===== config.mk =====
export PLATFORM = sky130hd
export DESIGN_NAME = l_inv_transform
export DESIGN_NICKNAME = d
export VERILOG_FILES = /design/src/rtl/kuz_pkg.sv /design/src/rtl/kuz_l_func.sv /design/src/rtl/l_inv_transform.sv
export SDC_FILE = /design/constraint.sdc
export NUM_CORES = 1
export LEC_CHECK = 0
export BUFFER_PORTS_ARGS = -buffer_cell sky130_fd_sc_hd__buf_2
export CORE_ASPECT_RATIO = 0.7
export CORE_MARGIN = 2
export CORE_UTILIZATION = 45
export CTS_CLUSTER_SIZE = 25
export DETAILED_ROUTE_END_ITERATION = 12
export GPL_TIMING_DRIVEN = 0
export PLACE_DENSITY = 0.72
export REMOVE_ABC_BUFFERS = 1
export SYNTH_ARGS = -nofsm -noshare
export SYNTH_HDL_FRONTEND = slang
export SYNTH_HIERARCHICAL = 1
export SYNTH_SLANG_ARGS = --single-unit

===== constraint.sdc =====
create_clock -name clk -period 4.5 [get_ports clk]
set_clock_uncertainty 0.15 [all_clocks]
set_input_delay 0.225 -clock clk [delete_from_list [all_inputs] [get_ports clk]]
set_output_delay 0.225 -clock clk [all_outputs]
set_load 0.01 [all_outputs]

===== src/rtl/kuz_pkg.sv =====
// Shared definitions for the Kuznyechik linear layer: field, l coefficients,
// block type, FSM state encoding and a constant-friendly GF(2^8) multiplier.
package kuz_pkg;

    localparam int unsigned BLOCK_W = 128;
    localparam int unsigned BYTE_W  = 8;
    localparam int unsigned ROUNDS  = 16;
    localparam int unsigned CNT_W   = 5;

    // Field polynomial x^8 + x^7 + x^6 + x + 1
    localparam logic [8:0] GF_POLY = 9'h1C3;

    // l coefficients, index 0 applies to the first argument (byte [127:120])
    localparam logic [7:0] L_COEF [ROUNDS] = '{
        8'd148, 8'd32,  8'd133, 8'd16,  8'd194, 8'd192, 8'd1,   8'd251,
        8'd1,   8'd192, 8'd194, 8'd16,  8'd133, 8'd32,  8'd148, 8'd1
    };

    typedef logic [BLOCK_W-1:0] block_t;

    typedef enum logic [1:0] {
        ST_IDLE = 2'd0,
        ST_BUSY = 2'd1,
        ST_DONE = 2'd2
    } state_t;

    // Shift-and-add GF(2^8) product; with a constant b it folds to XOR logic
    function automatic logic [7:0] gf_mul(input logic [7:0] a, input logic [7:0] b);
        logic [7:0] p;
        logic [7:0] x;
        p = '0;
        x = a;
        for (int i = 0; i < 8; i++) begin
            if (b[i]) p = p ^ x;
            x = {x[6:0], 1'b0} ^ (x[7] ? 8'(GF_POLY) : 8'h00);
        end
        return p;
    endfunction

endpackage


===== src/rtl/kuz_l_func.sv =====
// Kuznyechik l function: GF(2^8) weighted sum of 16 bytes.
// Ports:
//   x   : 16 argument bytes, first argument in [127:120]
//   l_c : combinational 1-byte result
module kuz_l_func
    import kuz_pkg::*;
(
    input  logic [BLOCK_W-1:0] x,
    output logic [7:0]         l_c
);

    // Each term multiplies by a package constant, so only XOR networks remain
    always_comb begin
        l_c = '0;
        for (int i = 0; i < int'(ROUNDS); i++) begin
            l_c = l_c ^ gf_mul(x[BLOCK_W-1-BYTE_W*i -: BYTE_W], L_COEF[i]);
        end
    end

endmodule


===== src/rtl/l_inv_transform.sv =====
// Inverse Kuznyechik linear transform L^-1 = (R^-1)^16, iterated over
// ROUNDS_PER_CYCLE unrolled rounds per clock with a valid/ready handshake.
// Ports:
//   clk, rst            : clock, asynchronous active-high reset
//   in_valid/in_ready   : input handshake, in_data = a15..a0 (a15 in [127:120])
//   out_valid/out_ready : output handshake, out_data = L^-1(in_data)
// ROUNDS_PER_CYCLE must be 1, 2, 4, 8 or 16.
module l_inv_transform
    import kuz_pkg::*;
#(
    parameter int unsigned ROUNDS_PER_CYCLE = 1
) (
    input  logic               clk,
    input  logic               rst,
    input  logic               in_valid,
    output logic               in_ready,
    input  logic [BLOCK_W-1:0] in_data,
    output logic               out_valid,
    input  logic               out_ready,
    output logic [BLOCK_W-1:0] out_data
);

    state_t           state_q, state_d;
    logic [CNT_W-1:0] cnt_q, cnt_d;
    block_t           data_q, data_d;
    logic             in_ready_d;
    logic             out_valid_d;
    block_t           round_out;

    // Unrolled R^-1 chain: left byte shift, l(a14..a0,a15) into byte 0
    for (genvar g = 0; g < int'(ROUNDS_PER_CYCLE); g++) begin : g_round
        block_t     din;
        block_t     dout;
        logic [7:0] l_c;

        if (g == 0) begin : g_first
            assign din = data_q;
        end else begin : g_chain
            assign din = g_round[g-1].dout;
        end

        kuz_l_func u_l_func (
            .x   ({din[BLOCK_W-BYTE_W-1:0], din[BLOCK_W-1 -: BYTE_W]}),
            .l_c (l_c)
        );

        assign dout = {din[BLOCK_W-BYTE_W-1:0], l_c};
    end

    assign round_out = g_round[ROUNDS_PER_CYCLE-1].dout;

    // Next-state, datapath and registered-output decode
    always_comb begin
        state_d     = state_q;
        cnt_d       = cnt_q;
        data_d      = data_q;
        in_ready_d  = 1'b0;
        out_valid_d = 1'b0;

        case (state_q)
            ST_IDLE: begin
                if (in_valid && in_ready) begin
                    data_d  = in_data;
                    cnt_d   = '0;
                    state_d = ST_BUSY;
                end
            end
            ST_BUSY: begin
                data_d = round_out;
                cnt_d  = cnt_q + CNT_W'(ROUNDS_PER_CYCLE);
                if (cnt_d == CNT_W'(ROUNDS)) state_d = ST_DONE;
            end
            ST_DONE: begin
                if (out_ready) state_d = ST_IDLE;
            end
            default: begin
                state_d = ST_IDLE;
            end
        endcase

        in_ready_d  = (state_d == ST_IDLE);
        out_valid_d = (state_d == ST_DONE);
    end

    // State, counter, block and handshake flags
    always_ff @(posedge clk or posedge rst) begin
        if (rst) begin
            state_q   <= ST_IDLE;
            cnt_q     <= '0;
            data_q    <= '0;
            in_ready  <= 1'b1;
            out_valid <= 1'b0;
        end else begin
            state_q   <= state_d;
            cnt_q     <= cnt_d;
            data_q    <= data_d;
            in_ready  <= in_ready_d;
            out_valid <= out_valid_d;
        end
    end

    // Result is the state register itself, never a path from in_data
    assign out_data = data_q;

endmodule

## Yosys cells after proc, flatten, opt, wreduce, memory -nomap -nowiden

Index checks and enable logic that the tools add are counted.

| storage, ports and cells | value |
|---|---|
| memory bits (writable) | 0 |
| logic and storage cells | 221 |
| latch bits | 0 |
| flip-flop bits (word level) | 137 |
| ROM bits | 0 |
| input bits | 132 |
| output and inout bits | 130 |
| memories kept | 0 |

| operators by class | value |
|---|---|
| equal/unequal tests | 5 |
| multiplexer cells | 89 |
| order comparisons | 0 |
| div/mod/pow operators | 0 |
| multiply operators | 0 |
| reductions and logical operators | 5 |
| add/sub/neg operators | 1 |
| bitwise gates (word level) | 116 |
| shift-type cells | 0 |

Operator list:

| cell | count |
|---|---|
| bitwise XOR 8 bit | 116 |
| 2-to-1 mux 8 bit | 81 |
| case mux 128 bit (2 select lines) | 1 |
| 2-to-1 mux 128 bit | 1 |
| case mux 5 bit (2 select lines) | 1 |
| 2-to-1 mux 2 bit | 3 |
| case mux 2 bit (3 select lines) | 1 |
| adder 5 x 1 -> 5 bit (second input constant) | 1 |
| == test 5 bit (second input constant) | 1 |
| 2-to-1 mux 5 bit | 1 |
| == test 2 bit (second input constant) | 2 |
| logical NOT 2 bit | 2 |
| == test 2 x 1 -> 1 bit (second input constant) | 1 |
| inequality test 2 bit (second input constant) | 1 |
| AND reduction 2 bit | 1 |
| nonzero test 2 bit | 1 |
| logical AND 1 bit | 1 |

## Longest topological paths before layout

Gate-level depths: netlist of the first run.

| depth | value |
|---|---|
| word-level depth | 31 |
| gate-level depth with buffers | 8 |
| gate-level depth less buffers | 8 |

## Cells and area by module

The synthesis of the first run kept the hierarchy.

By module, submodules not included:

| module | sequential area each (sq um) | area an instance (sq um) | cells each | instances |
|---|---|---|---|---|
| l_inv_transform | 3429.5 | 5800.6 | 595 | 1 |
| kuz_l_func | 0.0 | 2417.3 | 228 | 1 |

## Least setup slack after synthesis of the first run

No wires, ideal clock.

| timing path | value |
|---|---|
| path kind | register -> register |
| start point | register data_q[82], in the netlist out_data[82] |
| end point | register data_q[0], in the netlist out_data[0] |
| path buffers | 0 |
| arrival | 2.491 ns |
| clock period less this slack | 2.770 ns |
| stages on the path, launching flop included | 9 |
| library setup time | 0.129 ns |
| setup slack | 1.730 ns |
| required time | 4.221 ns |
| cells stage by stage | dfrtp_1 > xnor3_1 > xor2_1 > xnor3_2 > xor2_1 > xnor3_1 > xnor3_1 > mux2i_1 > o21ai_0 |

| between the ends | value |
|---|---|
| cells in the longest elaborated chain, start to end | 23 |
| elaborated cells between the ends (all ways) | 24 |
| those cells by class | mux: 3; bitwise: 21 |

RTL lines:

| element | line | source |
|---|---|---|
| start, declared | l_inv_transform.sv:25 | `block_t data_q, data_d;` |
| start signal, assigned | l_inv_transform.sv:96 | `data_q <= data_d;` |
| bitwise XOR 8 bit * (5 in a row) | kuz_pkg.sv:35 | `x = {x[6:0], 1'b0} ^ (x[7] ? 8'(GF_POLY) : 8'h00);` |
| 2-to-1 mux 8 bit * | kuz_pkg.sv:35 |  |
| bitwise XOR 8 bit * | kuz_pkg.sv:35 |  |
| 2-to-1 mux 8 bit | kuz_pkg.sv:35 |  |
| bitwise XOR 8 bit | kuz_pkg.sv:35 |  |
| bitwise XOR 8 bit * | kuz_pkg.sv:34 | `if (b[i]) p = p ^ x;` |
| bitwise XOR 8 bit * (12 in a row) | kuz_l_func.sv:16 | `l_c = l_c ^ gf_mul(x[BLOCK_W-1-BYTE_W*i -: BYTE_W], L_COEF[i]);` |
| net g_round[0].l_c[0] | l_inv_transform.sv:34 | `logic [7:0] l_c;` |
| case mux 128 bit (2 select lines) * | l_inv_transform.sv:60 | `case (state_q)` |

The timed path passes the listed nets; every way through them passes the cells marked *.
A chain may end at the register's enable or synchronous reset.

## Worst setup path in the final report of the first run

| timing path | value |
|---|---|
| start point | register data_q[87], in the netlist out_data[87] |
| end point | register data_q[6], in the netlist out_data[6] |

| between the ends | value |
|---|---|
| cells in the longest elaborated chain, start to end | 28 |
| elaborated cells between the ends (all ways) | 29 |
| those cells by class | mux: 8; bitwise: 21 |

RTL lines:

| element | line |
|---|---|
| 2-to-1 mux 8 bit * | kuz_pkg.sv:35 |
| bitwise XOR 8 bit * | kuz_pkg.sv:35 |
| 2-to-1 mux 8 bit | kuz_pkg.sv:35 |
| bitwise XOR 8 bit | kuz_pkg.sv:35 |
| 2-to-1 mux 8 bit | kuz_pkg.sv:35 |
| bitwise XOR 8 bit | kuz_pkg.sv:35 |
| 2-to-1 mux 8 bit | kuz_pkg.sv:35 |
| bitwise XOR 8 bit | kuz_pkg.sv:35 |
| [2 not listed] | n/a |
| 2-to-1 mux 8 bit | kuz_pkg.sv:35 |
| bitwise XOR 8 bit | kuz_pkg.sv:35 |
| 2-to-1 mux 8 bit | kuz_pkg.sv:35 |
| bitwise XOR 8 bit | kuz_pkg.sv:35 |
| bitwise XOR 8 bit * | kuz_pkg.sv:34 |
| bitwise XOR 8 bit * (12 in a row) | kuz_l_func.sv:16 |
| net g_round[0].l_c[6] | l_inv_transform.sv:34 |
| case mux 128 bit (2 select lines) * | l_inv_transform.sv:60 |

Marks and branches as above.

==> results of run 1 <==
## kinds of logic after synthesis
kind of cell	after synthesis	share of synthesized area, %
AOI/OAI and AO/OA	265	18.4
xor gates and xnor gates	230	29.6
adders and majority gates	1	0.152
buffers and inverters	166	7.93
DFF	137	41.7
muxes	9	1.10
and+or+nand+nor	15	1.08
## layout by cell type, fill, tap and decap left out, types with 9 or more instances in the layout
master / Yosys / routed
clkbuf_16: 0 / 17
xnor2_1: 163 / 163
mux2i_1: 9 / 9
dlygate4sd3_1: 0 / 130
dfrtp_1: 136 / 136
xnor3_1: 24 / 24
buf_2: 23 / 261
inv_1: 121 / 120
o21ai_0: 16 / 16
o22ai_1: 120 / 120
a21oi_1: 121 / 121
xor2_1: 35 / 35
## flip-flops by register name, summed over array words and instances (netlist names)
signal and cells:
out_valid 1, out_data 128, cnt_q 5, state_q 2
in_ready 1
## path summary, 6_finish.rpt
| path | startpoint | end | slack (ns) |
|---|---|---|---|
| min reg2reg | cnt_q[0]$_DFFE_PP0P_ | cnt_q[0]$_DFFE_PP0P_ | 0.39 |
| max in group asynchronous | rst | in_ready$_DFF_PP1_ | 3.12 |
| max | out_data[87]$_DFFE_PP0P_ | out_data[6]$_DFFE_PP0P_ | 1.31 |
| min | in_valid | in_ready$_DFF_PP1_ | 0.15 |
| max reg2reg | out_data[87]$_DFFE_PP0P_ | out_data[6]$_DFFE_PP0P_ | 1.31 |
| min in group asynchronous | rst | out_data[31]$_DFFE_PP0P_ | 0.26 |
## metal layers
layer	global-route usage (%)	wire length, um	vias to the layer above
li1	-	-	3539
met1	42.6	13200	3720
met2	46.8	13000	379
met3	6.62	2260	36
met4	8.51	531	0
met5	0	0	-
## repair_timing
action                                  4_1_cts  5_1_grt
hold buffers                                130        0
hold endpoints to repair                    187        0
endpoints found under the setup margin        0        0
## layout make-up
| class | count | area, sq um | area share (%) |
|---|---|---|---|
| clock buffer | 22 | 474 | 4.07 |
| clock inverter | 10 | 68.8 | 0.591 |
| inverter | 121 | 459 | 3.94 |
| multi-input combinational | 520 | 4160 | 35.7 |
| sequential | 137 | 3430 | 29.4 |
| tap | 236 | 295 | 2.54 |
| timing repair buffer | 397 | 2760 | 23.7 |
## stage by stage
stage / instances / util, % / worst slack [ns]
floorplan: 778 / - / 0.263
global route: 1443 / 64.9 / 1.18
finish: 1443 / 64.9 / 1.31
global placement: 1275 / 53.6 / -2.33
CTS: 1442 / 64.8 / 1.30
detailed placement: 1280 / 54.5 / 1.32
## worst max-delay path, stage by stage, from the launching register on
cell	delay, ns
dfrtp_1	0.62
xnor3_1	0.58
xnor2_2	0.27
xnor2_1	0.16
xnor2_1	0.18
xnor3_1	0.46
xnor3_1	0.38
mux2i_1	0.14
o21ai_0	0.08
==> flow_summary.json, run 1 <==
{
  "portBuffers": 261,
  "place_area_sq_mm": 0.00979,
  "clk_latency_ns": 0.42,
  "netlist_instances": 823,
  "critPathKind": "reg -> reg",
  "max_freq_ghz": 0.313,
  "cts.repair.resized": 0,
  "fill_cells": 1432,
  "whs_ns": 0.146,
  "cp-start-kind": "flip-flop",
  "grt_usage_pct": 30.0,
  "period_share_pct": 70.9,
  "yosysUniqueCellTypes": 30,
  "ioPinCount": 262,
  "dieArea_sq_mm": 0.0194,
  "cts_tree": "yes",
  "synth-edff-count": 0,
  "syn_area_per_cell_sq_um": 9.99,
  "slew_viol_final": 0,
  "worst_pin_slew_ns": 0.722,
  "ys_ff_latch": 137,
  "core_sq_mm": 0.0180,
  "async_flop_share_pct": 100,
  "antenna_found_initial": 0,
  "place_hpwl_um": 19900,
  "cts_sinks": 137,
  "clk_path_buf_depth": 2,
  "ant_nets": 0,
  "cts_setup_buffers": 0,
  "status": "complete, no violations",
  "critical_path_arrival_ns": 3.31,
  "synth_top_area_share_pct": 41.4,
  "finalHoldViolations": 0,
  "slew_headroom_pct": 51.9,
  "fp.dieW_um": 166,
  "numCtsBuffers": 17,
  "hp-class": "in -> reg",
  "critPathCaptureType": "flip-flop",
  "period_needed_ns": 3.19,
  "drc_errors": 0,
  "overflow": 0,
  "fp.dieH_um": 117,
  "grt_max_degree": 80,
  "synthToLayoutAreaGrowth_pct": 41.7,
  "required_ns": 4.62,
  "yosys.cell_count.top_type": "xnor2_1",
  "worstPathMaxFanout": 6,
  "yosys-top-cells-area": "dfrtp_1, xnor2_1, o22ai_1",
  "design_area_sq_mm": 0.0116,
  "viasPerCell": 5.32,
  "antennaDiodeCount": 0,
  "maxCapViolCount": 0,
  "setup-tns-final_ns": 0,
  "drtPass1Iterations": 4,
  "syn_area_sq_mm": 0.00822,
  "r2r_cells": 8,
  "grt_pass1_wl_um": 42900,
  "gp_congestion": 0.836,
  "avgRoutedWirePerCell_um": 20.1,
  "ys_top_cells_by_count": "xnor2_1, dfrtp_1, a21oi_1, inv_1, o22ai_1",
  "start_util_pct": 45.8,
  "routed_wl_um": 29000,
  "rows": 41,
  "synth_warnings": 6,
  "synth_top_area_cell": "dfrtp_1",
  "ys.flop_type": "dfrtp_1",
  "vias": 7674,
  "rsz0062_at_grt": "false",
  "drive_gt1_share_pct": 25.5,
  "grt_pass1_vias": 7402,
  "drt_iter0_drc": 684,
  "htreeDepth": 4,
  "holdPathStages": 4,
  "fin_nets": 1327,
  "clk_pin_slew_ns": 0.06,
  "ys_seq_area_share_pct": 41.7,
  "clk_root_buffer_cell": "clkbuf_16",
  "setup_viol": 0
}
Power of run 1 is left out: the tool's default activity adds up to more than one toggle a clock period on the data nets, which glitch-free logic cannot reach.
==> run 2, diff against run 1 <==
- clock period: 4.5 -> 3 ns (I/O delays scaled with it)
==> run 2 against run 1 <==
Non-clock buffer count increased by 8. Sequential cell count unchanged. Count of clock-buffer cells in the layout unchanged. Worst setup slack got worse by 1.2 ns. Critical path type unchanged. Highest routed layer unchanged.
==> flow_summary.json, run 2 (synthesis results as in run 1) <==
{
  "status": "complete, no violations",
  "multi_input_area_sq_mm": 0.00428,
  "grt_max_degree": 80,
  "overflow": 0,
  "fp.dieH_um": 117,
  "ioPinCount": 262,
  "setup_viol": 0,
  "grt_usage_pct": 30.1,
  "final_common_cell": "buf_2",
  "hp-class": "in -> reg",
  "crit_path_cell_trace": "xnor2_2 > xor2_2 > xnor3_2 > xor2_2 > xnor3_1 > xnor3_1 > mux2i_1 > o21ai_0",
  "fp.dieW_um": 166,
  "cts_sinks": 137,
  "critPathKind": "reg -> reg",
  "grt_pass1_wl_um": 43100,
  "rows": 41,
  "routed_wl_um": 29100,
  "period_share_pct": 96.4,
  "clk_latency_ns": 0.42,
  "ant_nets": 0,
  "layout_common_cells": "buf_2, xnor2_1, dlygate4sd3_1",
  "antenna_found_initial": 0,
  "maxCapViolCount": 0,
  "grt_pass1_vias": 7445,
  "slew_viol_final": 0,
  "drt_iter0_drc": 689,
  "place_hpwl_um": 19900,
  "start_util_pct": 45.8,
  "numCtsBuffers": 17,
  "drtPass1Iterations": 5,
  "critical_path_arrival_ns": 3.03,
  "viasPerCell": 5.34,
  "cp-start-kind": "flip-flop",
  "antennaDiodeCount": 0,
  "cts_tree": "yes",
  "design_area_sq_mm": 0.0118,
  "cpMaxStageDelayCell": "dfrtp_1",
  "pre_cts_ws_ns": -0.176,
  "rsz0062_at_grt": "true",
  "register_area_sq_mm": 0.00344,
  "gp_congestion": 0.836,
  "clk_path_buf_depth": 2,
  "dieArea_sq_mm": 0.0194,
  "max_freq_ghz": 0.346,
  "drc_errors": 0,
  "required_ns": 3.14,
  "worst_pin_slew_ns": 0.717,
  "slew_headroom_pct": 52.2,
  "fill_cells": 1417,
  "clk_root_buffer_cell": "clkbuf_16",
  "avgRoutedWirePerCell_um": 20.0,
  "htreeDepth": 4,
  "fin_nets": 1335,
  "period_needed_ns": 2.89,
  "worstPathMaxFanout": 5,
  "portBuffers": 261,
  "worst_slack_ns": 0.108,
  "clk_pin_slew_ns": 0.06,
  "place_area_sq_mm": 0.00979,
  "critPathCaptureType": "flip-flop",
  "core_sq_mm": 0.0180,
  "drive_gt1_share_pct": 28.0,
  "vias": 7742,
  "slowest_delay_ns": 0.54,
  "finalHoldViolations": 0,
  "synthToLayoutAreaGrowth_pct": 44.0,
  "largest_reg_flops": 128
}
-- run 2: cell types whose count changed in the layout (fill, tap and decap cells not counted), sizes merged --
| cell | change |
|---|---|
| buf | +8 |
-- run 2: layout make-up --
class / instances / area share, %
multi-input combinational: 520 / 36.1
sequential: 137 / 29.1
timing repair buffer: 405 / 23.8
clock buffer: 22 / 4.01
inverter: 121 / 3.88
tap: 236 / 2.50
clock inverter: 10 / 0.582
-- run 2: layer usage --
layer / routed length, um / global-route usage [%] / vias up / part of all wire (%)
met2: 13000 / 46.9 / 370 / 45
met3: 2100 / 6.55 / 40 / 7.2
met1: 13500 / 42.7 / 3783 / 46
met4: 527 / 8.33 / 0 / 1.8
met5: 0 / 0 / - / 0
li1: - / - / 3549 / -
-- run 2: critical path: cells and delay by family (launching register included) --
family	cells	cell delay [ns]
multiplexers	1	0.13
flip-flops	1	0.54
AO/OA/AOI/OAI	1	0.08
XOR/XNOR	6	1.84
-- run 2: what timing repair did --
action / CTS / global route
pin swaps: 1 / 1
cloned: 0 / 0
resized for setup: 13 / 13
buffers inserted: 3 / 5
hold buffers: 130 / 0
hold endpoints to repair: 189 / 0
setup endpoints to repair: 4 / 4
-- run 2: path summary, 6_finish.rpt --
check / cells past startpoint / end / startpoint / slack, ns
hold / removal: 4 / in_ready$_DFF_PP1_ / in_valid / 0.07
min in group asynchronous: 3 / out_data[31]$_DFFE_PP0P_ / rst / 0.19
max in group asynchronous: 4 / out_data[82]$_DFFE_PP0P_ / rst / 1.69
hold reg to reg: 1 / cnt_q[0]$_DFFE_PP0P_ / cnt_q[0]$_DFFE_PP0P_ / 0.39
setup reg to reg: 8 / out_data[0]$_DFFE_PP0P_ / out_data[85]$_DFFE_PP0P_ / 0.11
setup / recovery: 8 / out_data[0]$_DFFE_PP0P_ / out_data[85]$_DFFE_PP0P_ / 0.11
-- run 2: through the flow --
stage                TNS, ns  std cells  hold WS, ns  utilization, %
floorplan            -284.94        778        0.159               -
global placement     -799.09       1275        0.266            53.6
detailed placement    -0.391       1280       0.0974            54.5
CTS                        0       1445       0.0551            65.3
global route        -0.00666       1451       0.0933            65.9
finish                     0       1451       0.0744            65.9
Power of run 2 is left out for the same reason.
==> run 3, diff against run 2 <==
- ABC_AREA: not set -> 1
- PLACE_DENSITY: 0.72 -> 0.68
==> run 3 against run 2 <==
Hold slack improved by 0.12 ns. Non-clock buffer count fell by 9. Register-to-register slack improved by 0.03 ns. First-iteration DRC count rose by 38%. Critical path depth fell by 3. Sequential share of layout area fell by 6.2 points. Critical path type unchanged.
==> flow_summary.json, run 3 <==
{
  "clk_root_buffer_cell": "clkbuf_16",
  "maxCapViolCount": 0,
  "async_flop_share_pct": 100,
  "grt_max_degree": 133,
  "ant_nets": 0,
  "ys_seq_area_share_pct": 29.6,
  "syn_area_per_cell_sq_um": 6.63,
  "fill_cells": 2384,
  "required_ns": 3.19,
  "viasPerCell": 5.22,
  "grt_pass1_wl_um": 63900,
  "numCtsBuffers": 17,
  "grt_usage_pct": 30.0,
  "ys.flop_type": "dfrtp_1",
  "routed_wl_um": 40800,
  "critical_path_arrival_ns": 3.05,
  "slowest_delay_ns": 0.70,
  "critPathKind": "reg -> reg",
  "drive_gt1_share_pct": 19.0,
  "max_freq_ghz": 0.349,
  "synth-compound-area-share_pct": 2.98,
  "clk_pin_slew_ns": 0.07,
  "drc_errors": 0,
  "place_hpwl_um": 28700,
  "drtPass1Iterations": 6,
  "worstPathMaxFanout": 116,
  "synth-edff-count": 0,
  "cts_setup_buffers": 0,
  "synth_top_area_share_pct": 29.4,
  "setup-tns-final_ns": 0,
  "avgRoutedWirePerCell_um": 16.7,
  "yosys-top-cells-area": "dfrtp_1, nand2_1, xor2_1",
  "period_needed_ns": 2.86,
  "period_share_pct": 95.4,
  "cts_tree": "yes",
  "worst_pin_slew_ns": 0.980,
  "htreeDepth": 4,
  "netlist_instances": 1749,
  "final_common_cell": "nand2_1",
  "synth_mux_area_share_pct": 0,
  "synth_warnings": 6,
  "largest_reg_flops": 128,
  "drt_iter0_drc": 950,
  "clk_latency_ns": 0.45,
  "antenna_found_initial": 2,
  "finalHoldViolations": 0,
  "yosys.cell_count.top_type": "nand2_1",
  "vias": 12700,
  "crit_path_cell_trace": "inv_2 > nand2_8 > nand2_8 > inv_2 > a211oi_1",
  "ys_top_cells_by_count": "nand2_1, nor2_1, inv_1",
  "ys_ff_latch": 137,
  "rows": 49,
  "hp-class": "in -> async",
  "cp-start-kind": "flip-flop",
  "cts_sinks": 137,
  "slew_viol_final": 0,
  "synthToLayoutAreaGrowth_pct": 29.9,
  "fp.dieW_um": 196,
  "status": "complete, no violations",
  "setup_viol": 0,
  "layout_common_cells": "nand2_1, buf_2, nor2_1",
  "ioPinCount": 262,
  "synth_top_family_by_area": "simple AND/OR/NAND/NOR gates",
  "fp.dieH_um": 138,
  "synth-xor-area-share_pct": 13.9,
  "synth_fa_ha_area_share_pct": 0.108,
  "core_sq_mm": 0.0255,
  "overflow": 0,
  "cpMaxStageDelayCell": "nand2_8",
  "cp_top_family": "simple AND/OR/NAND/NOR gates",
  "synth_top_area_cell": "dfrtp_1",
  "r2r_cells": 5,
  "grt_pass1_vias": 12000,
  "yosysUniqueCellTypes": 35,
  "gp_congestion": 0.922,
  "dieArea_sq_mm": 0.0271,
  "fin_nets": 2231,
  "path_buf_inv": 2,
  "cp.depth": 5,
  "slew_headroom_pct": 34.7,
  "clk_path_buf_depth": 2,
  "portBuffers": 261,
  "critPathCaptureType": "flip-flop",
  "syn_area_sq_mm": 0.0116,
  "start_util_pct": 45.4,
  "synth-simple-area-share_pct": 44.4
}
-- run 3: cell count changes after synthesis, moves of 21 or more --
cell      delta
o22ai_1    -119
nand2_1    +522
xor2_1      +71
inv_1       +49
nor3_2      +51
nor3_1     +157
a211oi_1    +32
nor2_1     +218
a21oi_1    -118
xnor2_1     -92
nand2_2     +24
nand3_1    +118
nand3b_1    +21
xnor3_1     -24
-- run 3: stage by stage --
step                cell area, sq um  setup slack (ns)  util, %  cells  hold WS [ns]
finish                         15000             0.137     59.0   2443         0.196
global route                   15000         -0.000138     59.0   2443         0.244
CTS                            15000            0.0934     58.8   2441         0.197
detailed placement             13100            -0.307     51.2   2278         0.116
global placement               12900             -3.72     50.7   2274         0.255
floorplan                      11200             -1.33        -   1682         0.156
-- run 3: what timing repair did --
item                                    CTS  global route
endpoints found under the setup margin   69            33
pin swaps                                 0             1
hold endpoints to repair                194             0
gates cloned                              0             1
hold buffers                            131             0
resized for setup                         2            10
-- run 3: logic make-up after synthesis --
kind of cell / after synthesis
and+or+nand+nor: 1137
xor gates and xnor gates: 181
AOI/OAI and AO/OA: 49
adders and majority gates: 1
buffers and inverters: 244
DFF: 137
-- run 3: worst min-delay path, delay by kind of cell --
kind	cells	cell delay, ns
buffers and inverters	3	1.10
-- run 3: final cells by class --
type / count / area (sq um) / share of cell area [%]
diodes: 1 / 2.50 / 0.0166
flip-flops and latches: 137 / 3440 / 22.8
inverters: 177 / 674 / 4.48
repair buffers: 396 / 2730 / 18.1
clock inverters: 13 / 168 / 1.11
clock buffers: 19 / 443 / 2.94
well taps: 331 / 414 / 2.75
multi-input cells: 1369 / 7180 / 47.7
-- run 3: worst paths after layout --
check / start / endpoint / slack (ns)
min reg2reg: cnt_q[0]$_DFFE_PP0P_ / cnt_q[0]$_DFFE_PP0P_ / 0.41
max reg2reg: state_q[1]$_DFF_PP0_ / out_data[30]$_DFFE_PP0P_ / 0.14
max: state_q[1]$_DFF_PP0_ / out_data[30]$_DFFE_PP0P_ / 0.14
min in group clk: in_data[44] / out_data[44]$_DFFE_PP0P_ / 0.35
min: rst / out_data[27]$_DFFE_PP0P_ / 0.20
max in group asynchronous: rst / out_data[87]$_DFFE_PP0P_ / 1.67
-- run 3: per-layer routing --
metal  routed length, um  GRT usage [%]
met5                   0              0
met1               19200           44.1
met3                3430           6.03
met4                 752           7.78
met2               17400           45.0
Power of run 3 is left out for the same reason.
